File: config.mk
export PLATFORM = sky130hd
export DESIGN_NAME = rv_dmem_ctrl
export DESIGN_NICKNAME = d
export VERILOG_FILES = /design/src/rtl/rv_dmem_ctrl.sv
export SDC_FILE = /design/constraint.sdc
export NUM_CORES = 1
export LEC_CHECK = 0
export CAP_MARGIN = 25
export CORE_AREA = 2 2 198 200
export DETAILED_ROUTE_END_ITERATION = 7
export DIE_AREA = 0 0 200 202
export GPL_TIMING_DRIVEN = 0
export RECOVER_POWER = 50
export SETUP_SLACK_MARGIN = 0.3
export SLEW_MARGIN = 20
export SYNTH_ARGS = -nofsm -noshare
export SYNTH_HDL_FRONTEND = slang
export SYNTH_SLANG_ARGS = --single-unit
File: constraint.sdc
create_clock -name clk -period 1.95 [get_ports clk]
set_input_delay 0.39 -clock clk [delete_from_list [all_inputs] [get_ports clk]]
set_output_delay 0.39 -clock clk [all_outputs]
set_load 0.02 [all_outputs]
File: src/rtl/rv_dmem_ctrl.sv
// ---------------------------------------------------------------------------
// rv_dmem_ctrl
// Two-port data-memory controller. Port 0 (LSU) and port 1 (DMA) share one
// 64-bit data memory. A single request is in flight at a time. Accepted
// requests go through IDLE -> ACCESS -> (MERGE_WR) -> RESP.
//
// Parameters
//   PRIO_FIXED  0: round-robin between ports, 1: port 0 always wins
//
// Build option
//   RV_DMEM_RMW_EN  when defined, partial-strobe stores become a
//                   read-modify-write (read in ACCESS, write in MERGE_WR).
//                   When undefined, wstrb is ignored and every store is a
//                   full 64-bit write.
//
// Ports
//   clk, rst_n                   clock, async active-low reset
//   pN_req_valid/ready           request handshake, N in {0,1}
//   pN_req_addr/we/wdata/wstrb   request payload (addr[2:0] ignored)
//   pN_resp_valid/rdata          one-cycle completion pulse and load data
//   mem_addr                     doubleword-aligned address, 0 when idle
//   mem_wr_en/mem_wr_data        memory write strobe and data
//   mem_rd_en/mem_rd_data        memory read strobe, same-cycle read data
// ---------------------------------------------------------------------------
module rv_dmem_ctrl #(
  parameter bit PRIO_FIXED = 1'b0
) (
  input  logic        clk,
  input  logic        rst_n,
  input  logic        p0_req_valid,
  output logic        p0_req_ready,
  input  logic [31:0] p0_req_addr,
  input  logic        p0_req_we,
  input  logic [63:0] p0_req_wdata,
  input  logic [7:0]  p0_req_wstrb,
  output logic        p0_resp_valid,
  output logic [63:0] p0_resp_rdata,
  input  logic        p1_req_valid,
  output logic        p1_req_ready,
  input  logic [31:0] p1_req_addr,
  input  logic        p1_req_we,
  input  logic [63:0] p1_req_wdata,
  input  logic [7:0]  p1_req_wstrb,
  output logic        p1_resp_valid,
  output logic [63:0] p1_resp_rdata,
  output logic [31:0] mem_addr,
  output logic        mem_wr_en,
  output logic [63:0] mem_wr_data,
  output logic        mem_rd_en,
  input  logic [63:0] mem_rd_data
);

  typedef enum logic [1:0] {
    IDLE     = 2'd0,
    ACCESS   = 2'd1,
`ifdef RV_DMEM_RMW_EN
    MERGE_WR = 2'd2,
`endif
    RESP     = 2'd3
  } state_t;

  state_t      state_reg, state_next;
  logic        last_grant_reg;   // 1 = port 1 was granted last
  logic        port_reg;
  logic [28:0] addr_reg;
  logic        we_reg;
  logic [63:0] wdata_reg;
  logic [63:0] rdata0_reg, rdata1_reg;
  logic        grant0, grant1, hs;
  logic        st_full, st_partial;

`ifdef RV_DMEM_RMW_EN
  logic [7:0]  wstrb_reg;
  logic [63:0] merge_reg, merge_next;

  // Strobed bytes come from the store data, the rest from current memory.
  for (genvar gi = 0; gi < 8; gi++) begin : g_merge
    assign merge_next[8*gi +: 8] = wstrb_reg[gi] ? wdata_reg[8*gi +: 8]
                                                 : mem_rd_data[8*gi +: 8];
  end

  assign st_full    = we_reg && (wstrb_reg == 8'hFF);
  assign st_partial = we_reg && (wstrb_reg != 8'h00) && (wstrb_reg != 8'hFF);
  logic unused_bits;
  assign unused_bits = ^{p0_req_addr[2:0], p1_req_addr[2:0]};
`else
  assign st_full    = we_reg;
  assign st_partial = 1'b0;
  logic unused_bits;
  assign unused_bits = ^{p0_req_addr[2:0], p1_req_addr[2:0],
                         p0_req_wstrb, p1_req_wstrb};
`endif

  // Arbitration: port 0 wins when fixed priority, when alone, or when port 1
  // was granted last.
  assign grant0 = p0_req_valid && (PRIO_FIXED || !p1_req_valid || last_grant_reg);
  assign grant1 = p1_req_valid && !grant0;

  // Readies are gated by rst_n so they drop the moment reset asserts.
  assign p0_req_ready = rst_n && (state_reg == IDLE) && grant0;
  assign p1_req_ready = rst_n && (state_reg == IDLE) && grant1;
  assign hs           = p0_req_ready || p1_req_ready;

  // State register
  always_ff @(posedge clk or negedge rst_n) begin
    if (!rst_n) state_reg <= IDLE;
    else        state_reg <= state_next;
  end

  // Next-state logic
  always_comb begin
    state_next = state_reg;
    case (state_reg)
      IDLE:     if (hs) state_next = ACCESS;
      ACCESS:   state_next = RESP;
`ifdef RV_DMEM_RMW_EN
      MERGE_WR: state_next = RESP;
`endif
      RESP:     state_next = IDLE;
      default:  state_next = IDLE;
    endcase
`ifdef RV_DMEM_RMW_EN
    if (state_reg == ACCESS && st_partial) state_next = MERGE_WR;
`endif
  end

  // Output logic
  always_comb begin
    mem_rd_en     = 1'b0;
    mem_wr_en     = 1'b0;
    mem_wr_data   = 64'h0;
    p0_resp_valid = 1'b0;
    p1_resp_valid = 1'b0;
    case (state_reg)
      ACCESS: begin
        mem_rd_en = !we_reg || st_partial;
        if (st_full) begin
          mem_wr_en   = 1'b1;
          mem_wr_data = wdata_reg;
        end
      end
`ifdef RV_DMEM_RMW_EN
      MERGE_WR: begin
        mem_wr_en   = 1'b1;
        mem_wr_data = merge_reg;
      end
`endif
      RESP: begin
        p0_resp_valid = !port_reg;
        p1_resp_valid = port_reg;
      end
      default: ;
    endcase
    mem_addr = (mem_rd_en || mem_wr_en) ? {addr_reg, 3'b000} : 32'h0;
  end

  assign p0_resp_rdata = rdata0_reg;
  assign p1_resp_rdata = rdata1_reg;

  // Request latch, arbitration pointer and response data
  always_ff @(posedge clk or negedge rst_n) begin
    if (!rst_n) begin
      last_grant_reg <= 1'b1;
      port_reg       <= 1'b0;
      addr_reg       <= '0;
      we_reg         <= 1'b0;
      wdata_reg      <= '0;
      rdata0_reg     <= '0;
      rdata1_reg     <= '0;
`ifdef RV_DMEM_RMW_EN
      wstrb_reg      <= '0;
      merge_reg      <= '0;
`endif
    end else begin
      if (hs) begin
        last_grant_reg <= p1_req_ready;
        port_reg       <= p1_req_ready;
        addr_reg       <= p1_req_ready ? p1_req_addr[31:3] : p0_req_addr[31:3];
        we_reg         <= p1_req_ready ? p1_req_we         : p0_req_we;
        wdata_reg      <= p1_req_ready ? p1_req_wdata      : p0_req_wdata;
`ifdef RV_DMEM_RMW_EN
        wstrb_reg      <= p1_req_ready ? p1_req_wstrb      : p0_req_wstrb;
`endif
      end
`ifdef RV_DMEM_RMW_EN
      if (state_reg == ACCESS && st_partial) merge_reg <= merge_next;
`endif
      // Response data changes only on the edge that enters RESP.
      if (state_next == RESP && state_reg != RESP) begin
        if (!port_reg) rdata0_reg <= we_reg ? 64'h0 : mem_rd_data;
        else           rdata1_reg <= we_reg ? 64'h0 : mem_rd_data;
      end
    end
  end

endmodule

### Word-level counts from Yosys, hierarchy flattened

Cells that the tools add are included.

* bits in writable memories: 0
* input port bits: 278
* memory bits (read-only): 0
* flip-flop bits (word level): 226
* output and inout bits: 230
* logic and storage cells: 43
* memories: 0
* latch bits: 0

* eq/ne operators: 4
* reductions and logical operators: 16
* add/subtract/negate cells: 0
* shift-type cells: 0
* div/mod/pow operators: 0
* mux-type cells: 14
* multipliers: 0
* bitwise gates (word level): 1
* magnitude comparators: 0

Operator list (number)
* $mux W64: 4
* $mux W32: 1
* $mux W29: 1
* $logic_and A1 B1 Y1: 6
* $mux W1: 6
* $eq A2 B2 Y1 const B: 2
* $logic_not A1 Y1: 4
* $pmux W2 S2: 1
* $reduce_and A2 Y1: 2
* $logic_or A1 B1 Y1: 3
* $eq A2 B1 Y1 const B: 1
* $logic_not A2 Y1: 1
* $mux W2: 1
* $ne A2 B2 Y1 const B: 1
* $not A1 Y1: 1

### Depth between registers and ports, before layout

* depth after elaboration: 12
* gate-level depth with buffers: 6
* gate-level depth less buffers: 3

### Worst setup path before layout

No wires, ideal clock.

* kind: in2out
* from: in p0_req_valid
* to: out p1_req_ready
* path buffers: 3
* cell stages on the path: 5
* arrival time: 1411 ps
* required time: 1560 ps
* path slack: 149 ps
* path through: buf_2 -> a21boi_1 -> buf_2 -> buf_2 -> and2_1

* word-level cells in the longest chain between the ends: 4

Ends and longest elaborated chain
* from (decl): RTL line 30 `input logic p0_req_valid,`
* $logic_and A1 B1 Y1: RTL line 96 `assign grant0 = p0_req_valid && (PRIO_FIXED || !p1_req_valid || last_grant_reg);`
* $logic_not A1 Y1: RTL line 97 `assign grant1 = p1_req_valid && !grant0;`
* $logic_and A1 B1 Y1: RTL line 97
* $logic_and A1 B1 Y1: RTL line 101 `assign p1_req_ready = rst_n && (state_reg == IDLE) && grant1;`
* to (decl): RTL line 39 `output logic p1_req_ready,`

No other way between the ends.

### Worst setup path in the final report

* from: reg state_reg[1]
* to: out mem_wr_data[57]

* word-level cells in the longest chain between the ends: 2

Ends and longest elaborated chain
* from (decl): RTL line 62 `state_t state_reg, state_next;`
* from (signal assigned): RTL line 107 `else state_reg <= state_next;`
* $eq A2 B1 Y1: RTL line 134 `case (state_reg)`
* $mux W64: RTL line 134
* to (decl): RTL line 48 `output logic [63:0] mem_wr_data,`

No other way between the ends.

==> impl_metrics.json <==
{
  "cts-root-buf": "clkbuf_16",
  "ios": 508,
  "synth_top_area_cell": "dfrtp_1",
  "slowest_delay_ps": 410,
  "slowest_stage": "dfrtp_2",
  "postLayoutCellArea_um2": 18700,
  "routed-via-count": 10100,
  "leakagePower_uw": 0.00800,
  "globalRouteOverflowTotal": 0,
  "drt_wl_total_um": 45200,
  "dp_slack_ps": -1560,
  "synthSimpleGateAreaFrac_pct": 15.6,
  "area_growth_syn_to_layout_pct": 87.2,
  "synth_top_cell_area_share_pct": 56.4,
  "synth_area_per_cell_um2": 10.4,
  "synth_compound_area_share_pct": 23.2,
  "multiInputGateArea_um2": 4520,
  "first_global_vias": 10600,
  "cts.sinks": 226,
  "maxSlewViolCount": 0,
  "antenna_left": 0,
  "drc": 0,
  "cts-buffers-inserted": 27,
  "synthTopCellsByArea": "dfrtp_1, a32oi_1, o2bb2ai_1",
  "yosys-top-cells-count": "dfrtp_1, nand2_1, o21ai_0",
  "nNetsFinal": 1813,
  "gr-usage-all-layers_pct": 21.2,
  "fin_skew_ps": 25.1,
  "rsz0062_at_grt": "yes",
  "drv_cap": 0,
  "port_buffers": 481,
  "ys_ff_latch": 226,
  "cts_tree": "built",
  "hold_viol": 43,
  "place_area_um2": 15600,
  "crit_arrival_ps": 1830,
  "num_rows": 72,
  "antenna_found_initial": 3,
  "cts_buffer_depth": 3,
  "synthMuxAreaShare_pct": 0,
  "crit_required_ps": 1560,
  "startpoint_type": "flip-flop",
  "end_kind": "primary output",
  "die_h_um": 202,
  "dp_cells": 1960,
  "htree_levels": 1,
  "synth_xor_area_share_pct": 0,
  "synth-edff-count": 0,
  "drt_iter0_markers": 341,
  "fillers": 3530,
  "setup_slack_ps": -275,
  "final_cells": 2076,
  "fmax_mhz": 450,
  "violations": "negative hold slack, negative setup slack",
  "reg2reg_slack_ps": 10,
  "synth_most_common_cell": "dfrtp_1",
  "hold_slack_ps": -155,
  "crit_type": "flip-flop to primary output",
  "gp_congestion": 0.822,
  "synth_top_family_by_area": "compound AO/OA/AOI/OAI gates",
  "viasPerCell": 4.87,
  "setup_viol": 97,
  "ys_warn_count": 0,
  "start_util_pct": 26.1,
  "ys.flop_type": "dfrtp_1",
  "netlist_area_um2": 9990,
  "worstPathCellList": "nand2b_4 -> inv_8 -> buf_12 -> clkbuf_16 -> and3_4 -> buf_6",
  "worst_pin_slew_ps": 1310,
  "seq_area_frac_synth_pct": 56.6,
  "fin_crit_sh_pct": 114,
  "grt_pass1_wl_um": 65300,
  "period_minus_slack_ps": 2220,
  "power_density_nw_per_um2": 1540,
  "clkTransAtPathRegs_ps": 60,
  "async_reset_ff_share_pct": 100,
  "regArea_um2": 5660,
  "dpl.hpwl_um": 32100,
  "worstPathMaxFanout": 6,
  "grt_max_degree": 92,
  "fin_util_pct": 48.8,
  "die_area_um2": 40400,
  "drive_gt1_share_pct": 29.8,
  "max_slew_margin_pct": 13.0,
  "synthCells": 957,
  "core-area_um2": 38300,
  "post_drt_wl_per_cell_um": 21.8,
  "reg2reg_depth": 9,
  "first_pass_iters": 5,
  "ir_worst_vdd_uv": 525,
  "clk_latency_ps": 550,
  "status": "finished with violations",
  "synthAdderAreaFrac_pct": 0,
  "hp-class": "primary input to asynchronous set/reset pin",
  "cts-hold-fix-buffers": 3,
  "p_total_uw": 28800,
  "die_x_um": 200,
  "synth.distinct_cells": 25
}
logic make-up after synthesis:
group                  Yosys count
flip-flops                     226
AND/OR/NAND/NOR                301
other                            1
AO/OA/AOI/OAI                  321
buffers and inverters          108
worst paths after layout:
| path | start | to |
|---|---|---|
| min reg2reg | p1_resp_rdata[20]$_DFFE_PN0P_ | p1_resp_rdata[20]$_DFFE_PN0P_ |
| max reg2reg | state_reg[0]$_DFF_PN0_ | wdata_reg[60]$_DFFE_PN0P_ |
| max in group asynchronous | rst_n | p1_resp_rdata[25]$_DFFE_PN0P_ |
| max | state_reg[1]$_DFF_PN0_ | mem_wr_data[57] |
| min | rst_n | wdata_reg[9]$_DFFE_PN0P_ |
| min in group clk | mem_rd_data[61] | p0_resp_rdata[61]$_DFFE_PN0P_ |
timing repair:
item                       in CTS  in global routing
setup endpoints to repair     451                384
cloned                         14                  6
resized for setup            1151                197
pin swaps                      42                 39
buffers inserted               30                 11
hold endpoints to repair       46                180
layout make-up:
cell class              count  area share (%)
clock buffers              39            4.18
well taps                 518            3.47
plain buffers             107            6.38
diodes                      2          0.0268
repair buffers            547            30.3
multi-input cells         625            24.2
flip-flops and latches    226            30.3
clock inverters            11            1.15
inverters                   1          0.0602
metal layers:
metal | part of all wire, % | vias up | GRT usage (%)
met5 | 0.035 | - | 0
met4 | 2.9 | 2 | 6.48
met3 | 8.1 | 81 | 6.27
met2 | 49 | 409 | 37.0
met1 | 40 | 4961 | 25.0
li1 | - | 4664 | -
cells in the final DEF, fill, tap and decap left out, drive strengths merged, types with 4 or more instances in the layout:
cell / n
nor2: 4
nand2b: 66
bufinv: 6
dfrtp: 225
clkdlybuf4s15: 64
dlygate4sd2: 9
o2bb2ai: 94
clkdlybuf4s50: 253
and3: 66
clkdlybuf4s25: 44
a32oi: 94
buf: 190
nand2: 131
clkbuf: 132
and2: 31
o21ai: 129
power by group:
part,internal [µW],switching [µW]
clock network,3570,2050
logic,7310,7710
registers,6810,1320
total,17700,11100
stage by stage:
step / setup TNS, ps / hold WS (ps)
3_5_place_dp: -176370 / 323
5_1_grt: -27210 / -151
6_report: -19600 / -155
3_3_place_gp: -3199590 / 462
4_1_cts: -24280 / -175
2_1_floorplan: 0 / 94.4
critical path: cells and delay by family (launching register included):
family | cells | cell delay (ps)
flip-flops | 1 | 410
AND/OR/NAND/NOR | 2 | 380
buffers and inverters | 4 | 490
Power figures use the tool's default switching activity.
